File: config.mk
export PLATFORM = sky130hd
export DESIGN_NAME = sw_debounce
export DESIGN_NICKNAME = d
export VERILOG_FILES = /design/src/rtl/sw_debounce.sv
export SDC_FILE = /design/constraint.sdc
export NUM_CORES = 1
export LEC_CHECK = 0
export BUFFER_PORTS_ARGS = -buffer_cell sky130_fd_sc_hd__clkbuf_2
export CORE_MARGIN = 3
export CORE_UTILIZATION = 45
export DETAILED_ROUTE_END_ITERATION = 16
export GPL_TIMING_DRIVEN = 0
export HOLD_SLACK_MARGIN = 0.1
export SLEW_MARGIN = 10
export SYNTH_ARGS = -nofsm -noshare
export SYNTH_HDL_FRONTEND = slang
export SYNTH_SLANG_ARGS = --single-unit
export TNS_END_PERCENT = 20
File: constraint.sdc
create_clock -name clk -period 4.1 [get_ports clk]
set_input_delay 0 -clock clk [delete_from_list [all_inputs] [get_ports clk]]
set_output_delay 0 -clock clk [all_outputs]
set_load 0.01 [all_outputs]
File: src/rtl/sw_debounce.sv
// Slide-switch debouncer: 2-flop synchronizer, free-running sample tick,
// and a two-state qualifier that only accepts a new code after it has held
// steady for STABLE_TICKS consecutive ticks.
module sw_debounce #(
  parameter int TICK_DIV     = 100000,
  parameter int STABLE_TICKS = 10
) (
  input  logic       clk,
  input  logic       reset,
  input  logic [2:0] sw_in,
  output logic [2:0] sw_out,
  output logic       sw_changed,
  output logic       busy
);

  localparam int TW = (TICK_DIV > 1) ? $clog2(TICK_DIV) : 1;
  localparam int SW = (STABLE_TICKS > 1) ? $clog2(STABLE_TICKS) : 1;
  localparam logic [TW-1:0] TICK_MAX   = TW'(TICK_DIV - 1);
  localparam logic [SW-1:0] STABLE_MAX = SW'(STABLE_TICKS - 1);

  typedef enum logic {
    IDLE  = 1'b0,
    CHECK = 1'b1
  } state_t;

  logic [2:0]    sync_meta;
  logic [2:0]    sw_sync;
  logic [TW-1:0] tick_cnt;
  logic          tick;

  state_t        state;
  state_t        state_next;
  logic [2:0]    candidate;
  logic [2:0]    candidate_next;
  logic [SW-1:0] stable_cnt;
  logic [SW-1:0] stable_cnt_next;
  logic [2:0]    sw_out_next;
  logic          changed_next;

  // Two-stage synchronizer; sw_sync is the only consumer-visible copy of sw_in.
  always_ff @(posedge clk or negedge reset) begin
    if (!reset) begin
      sync_meta <= '0;
      sw_sync   <= '0;
    end else begin
      sync_meta <= sw_in;
      sw_sync   <= sync_meta;
    end
  end

  // Free-running sample tick divider, independent of the FSM.
  always_ff @(posedge clk or negedge reset) begin
    if (!reset) begin
      tick_cnt <= '0;
    end else if (tick_cnt == TICK_MAX) begin
      tick_cnt <= '0;
    end else begin
      tick_cnt <= tick_cnt + TW'(1);
    end
  end

  assign tick = (tick_cnt == TICK_MAX);

  // Qualifier next-state: bounce back to sw_out wins over re-candidating.
  always_comb begin
    state_next      = state;
    candidate_next  = candidate;
    stable_cnt_next = stable_cnt;
    sw_out_next     = sw_out;
    changed_next    = 1'b0;
    case (state)
      IDLE: begin
        if (sw_sync != sw_out) begin
          candidate_next  = sw_sync;
          stable_cnt_next = '0;
          state_next      = CHECK;
        end
      end
      CHECK: begin
        if (sw_sync == sw_out) begin
          state_next = IDLE;
        end else if (sw_sync != candidate) begin
          candidate_next  = sw_sync;
          stable_cnt_next = '0;
        end else if (tick) begin
          if (stable_cnt == STABLE_MAX) begin
            sw_out_next  = candidate;
            changed_next = 1'b1;
            state_next   = IDLE;
          end else begin
            stable_cnt_next = stable_cnt + SW'(1);
          end
        end
      end
      default: state_next = IDLE;
    endcase
  end

  // Qualifier registers; busy is registered from the next state so it is glitch-free.
  always_ff @(posedge clk or negedge reset) begin
    if (!reset) begin
      state      <= IDLE;
      candidate  <= '0;
      stable_cnt <= '0;
      sw_out     <= '0;
      sw_changed <= 1'b0;
      busy       <= 1'b0;
    end else begin
      state      <= state_next;
      candidate  <= candidate_next;
      stable_cnt <= stable_cnt_next;
      sw_out     <= sw_out_next;
      sw_changed <= changed_next;
      busy       <= (state_next == CHECK);
    end
  end

endmodule

-- After elaboration in Yosys (flattened, before gate mapping)
Cells that the tools add are included.
- logic and storage cells: 48
- register bits after elaboration: 35
- input bits: 5
- output and inout bits: 5
- $add $sub $neg: 2
- bitwise logic cells: 3
- equality and inequality tests: 10
- muxes and demuxes: 22
- reductions and logical operators: 3
- operators with widths (kind ; number):
    two-way mux 4 bit ; 5
    adder 17 x 1 -> 17 bit, second input constant ; 1
    equality test 17 bit, second input constant ; 1
    two-way mux 17 bit ; 1
    two-way mux 1 bit ; 10
    two-way mux 3 bit ; 3
    one-hot mux 4 bit (2 select lines) ; 1
    != test 3 bit ; 2
    one-hot mux 3 bit (2 select lines) ; 1
    AND reduction 5 bit ; 1
    adder 4 x 1 -> 4 bit, second input constant ; 1
    equality test 4 bit, second input constant ; 1
    != test 2 bit, second input constant ; 2
    AND reduction 4 bit ; 1
    equality test 3 bit ; 1
    != test 3 x 2 -> 1 bit, second input constant ; 1
    != test 3 bit, second input constant ; 1
    inverter 1 bit ; 3
    AND reduction 3 bit ; 1
    != test 2 x 1 -> 1 bit, second input constant ; 1
    one-hot mux 1 bit (2 select lines) ; 1

-- Longest topological paths before layout
- depth after elaboration: 6
- depth in mapped cells: 7
- mapped depth without buffers: 7

-- Least setup slack after synthesis
Ideal clock, no wire load.
- path type: flip-flop to flip-flop
- start: reg tick_cnt[13]
- end: reg sw_out[0]
- arrival: 1.916 ns
- cell stages (with the launch flop): 6
- path slack: 2.057 ns
- clock period less this slack: 2.043 ns
- cell sequence: dfrtp_1 > or4_4 > nor4_4 > nand2_2 > nor2_4 > mux2_1
- longest elaborated chain between the ends: 2
- ends and longest elaborated chain (item ; line ; text):
    start: declaration ; 28 ; logic [TW-1:0] tick_cnt;
    start signal: assignment ; 58 ; tick_cnt <= tick_cnt + TW'(1);
    equality test 17 bit ; 62 ; assign tick = (tick_cnt == TICK_MAX);
    AND reduction 5 bit (no line) ; - ;
    end signal: assignment ; 112 ; sw_out <= sw_out_next;
    end: declaration ; 11 ; output logic [2:0] sw_out,
No other way between the ends.
A chain may end at the register's enable or synchronous reset.

-- Final worst setup path
- start: reg tick_cnt[13]
- end: reg sw_out[1]
The elaborated chain is that of the path after synthesis.

==> summary.txt <==
Job
  – MaxCap Viol Count: 0

Worst setup path
  – Worst stage delay on the critical path: 0.57 ns
  – WS Path Type: reg -> reg
  – Worst-path maximum fanout: 6
  – Critical Path Start Type: flip-flop
  – Reg2reg path depth: 5
  – Worst path arrival time: 2.41 ns
  – CP max stage cell: or4_4
  – Worst Path Required: 4.32 ns
  – Critical Path, Cell by Cell: or4_4 > nor4_4 > nand2_2 > nor2_4 > mux2_1
  – Crit end category: flip-flop

STA
  – Final clock skew: 0.0103 ns
  – Final Hold Fails: 0
  – Final setup TNS: 0 ns
  – Final setup violation count: 0
  – Max-slew violations: 0
  – RSZ-0062 raised after global routing: false
  – Final min period: 2.19 ns
  – Rel. slew slack: 43.2%
  – Least-Margin Pin Slew: 0.851 ns
  – FMAX: 456 MHz
  – Hold Worst Slack: 0.290 ns
  – Fin crit share: 53.4%

Pwr
  – Tot Pwr: 0.000591 W
  – Pint: 0.000462 W
  – Max VDD drop: 0.000212 V
  – Sw frac: 21.8%
  – Net Switching: 0.000129 W
  – Sequential share of power: 60.0%
  – Leak: 0.777 nW
  – Comb pwr share: 4.3%
  – Power Density: 337 mW/mm2
  – Clock share of power: 35.7%

Logic synthesis
  – Syn Area/Cell: 11.7 um2
  – Mapped Cells: 132
  – Synth cell types: 30
  – Synthesis Warnings: 0
  – Mapped cell area: 0.00155 mm2
  – #FFs+latches synth: 35
  – Post-synth net total: 140
  – EDFF count, synth: 0
  – Seq/Total Area, Yosys: 56.6%
  – Most frequent cells after synthesis: dfrtp_1 (35), nand3_1 (12), nor2_1 (12), xnor2_1 (10), xor2_1 (9)
  – Dominant synthesized flop cell: dfrtp_1
  – Post-synth top area share: 56.6%
  – Largest area contributor in the netlist: dfrtp_1
  – Most common cell in the synthesized netlist: dfrtp_1
  – Async SR Flop Fraction: 100%
  – Top cells by area, synth: dfrtp_1 (57%), xnor2_1 (5.7%), xor2_1 (5.1%), nand3_1 (3.9%), nor2_1 (2.9%)

Layout
  – Area of the multi-input gates: 648 um2
  – Area growth, synth to finish: 13.5%
  – Share of cells above drive strength 1: 19.0%
  – Sequential Area: 876 um2
  – Nets: 160
  – Filler Cell Count: 290
  – Post-Route Utilization: 55.7%
  – Antenna Cells: 0

Global route
  – First-pass GRT wire length: 4.69 mm
  – Aggregate global-route resource usage: 14.8%
  – Largest net degree at the start of global routing: 36
  – Vias in the first global route: 1,024
  – Gr ovfl total: 0
  – Initial antenna violation count: 0

Status
  – Status: finished clean

CTS
  – CTS tree: yes
  – Root buffer cell: clkbuf_4
  – Htree depth: 2
  – TritonCTS buffer count: 5
  – Clock latency on the worst-skew pair: 0.34 ns
  – PostCTS Resize Cnt: 0
  – Clock sinks: 35
  – Clock transition at path regs: 0.11 ns
  – CTS Buffer Depth: 2

Die
  – Die H: 64.6 um
  – Boundary Pins: 10
  – Width of the die: 64.6 um
  – Initial Utilization: 49.0%
  – FP Rows: 20
  – Die area: 0.00418 mm2
  – Total core area: 0.00315 mm2

Routing
  – ANT nets after route: 0
  – Initial drt markers: 28
  – Routed len/inst: 13.2 um
  – WL final: 2.61 mm
  – Vias per cell: 5.13
  – Total vias in the final route: 1,010
  – Drt pass-1 iters: 4
  – DRC: 0

Place
  – DP Wirelength: 1.84 mm
  – RePlAce Congestion: 0.759
  – Buffers on Ports: 9

Worst hold path
  – Min-Delay Path Class: in -> async
critical path: cells and delay by family (launching register included):
| kind | cells | cell delay [ns] |
|---|---|---|
| flops | 1 | 0.42 |
| mux | 1 | 0.33 |
| simple gates | 4 | 1.33 |
path summary, 6_finish.rpt:
check | slack, ns | start | endpoint
worst max-delay path | 1.91 | tick_cnt[13] | sw_out[1]
worst min-delay path | 0.29 | reset | stable_cnt[1]
worst max register to register | 1.91 | tick_cnt[13] | sw_out[1]
worst min register to register | 0.36 | sync_meta[0] | sw_sync[0]
max in group asynchronous | 3.28 | reset | tick_cnt[6]
min in group clk | 0.31 | sw_in[0] | sync_meta[0]
power by group through the flow:
stage | logic (W) | registers, W | clock network (W)
2_1_floorplan | 0.0000117 | 0.000361 | 0
3_3_place_gp | 0.0000223 | 0.000361 | 0
3_5_place_dp | 0.0000229 | 0.000362 | 0
4_1_cts | 0.0000260 | 0.000355 | 0.000220
5_1_grt | 0.0000288 | 0.000356 | 0.000238
6_report | 0.0000253 | 0.000355 | 0.000211
cells in the final DEF, fill, tap and decap left out, types with 4 or more instances in the layout:
cell,synthesis,final
clkbuf_2,0,9
clkbuf_4,0,5
dfrtp_1,35,35
dlygate4sd3_1,0,4
nand2_1,7,7
nand3_1,12,12
nand4_1,4,4
nor2_1,12,12
o21ai_0,8,8
xnor2_1,10,10
xor2_1,9,9
what timing repair did:
action | 4_1_cts | 5_1_grt
hold buffers | 4 | 0
endpoints found under the setup margin | 0 | 0
buffers inserted | 0 | 0
endpoints found under the hold margin | 38 | 0
registers in the layout (all words and copies together) (netlist names):
name        count
sw_out          3
sync_meta       3
tick_cnt       17
state           1
candidate       3
stable_cnt      4
sw_changed      1
sw_sync         3
cell families after synthesis:
| group | after synthesis | synth area share [%] |
|---|---|---|
| buf+inv | 4 | 1.46 |
| flops | 35 | 56.6 |
| simple gates | 51 | 19.2 |
| compound gates | 14 | 5.18 |
| xor+xnor | 19 | 10.8 |
| fa+ha+maj | 3 | 2.43 |
| mux | 6 | 4.37 |
cell type report:
type | instances | share of cell area [%]
Sequential cell | 35 | 49.9
Tap cell | 44 | 3.14
Buffer | 1 | 0.641
Multi-Input combinational cell | 93 | 36.9
Inverter | 3 | 0.641
Timing Repair Buffer | 13 | 4.85
Clock buffer | 8 | 3.92
metrics by stage:
step | instance area [um2] | instances | setup slack [ns]
finish | 1760 | 197 | 1.91
global route | 1760 | 197 | 1.84
CTS | 1760 | 197 | 1.89
detailed placement | 1650 | 185 | 1.90
global placement | 1650 | 185 | 1.93
floorplan | 1550 | 132 | 2.06
routing by layer:
metal / GRT usage, % / share of wire [%] / routed length, um / vias to the layer above
li1: - / - / - / 498
met1: 18.8 / 47 / 1230 / 490
met2: 23.3 / 47 / 1220 / 16
met3: 4.68 / 3.8 / 100 / 6
met4: 6.33 / 1.8 / 48 / 0
met5: 0 / 0 / 0 / -
Power figures use the tool's default switching activity.
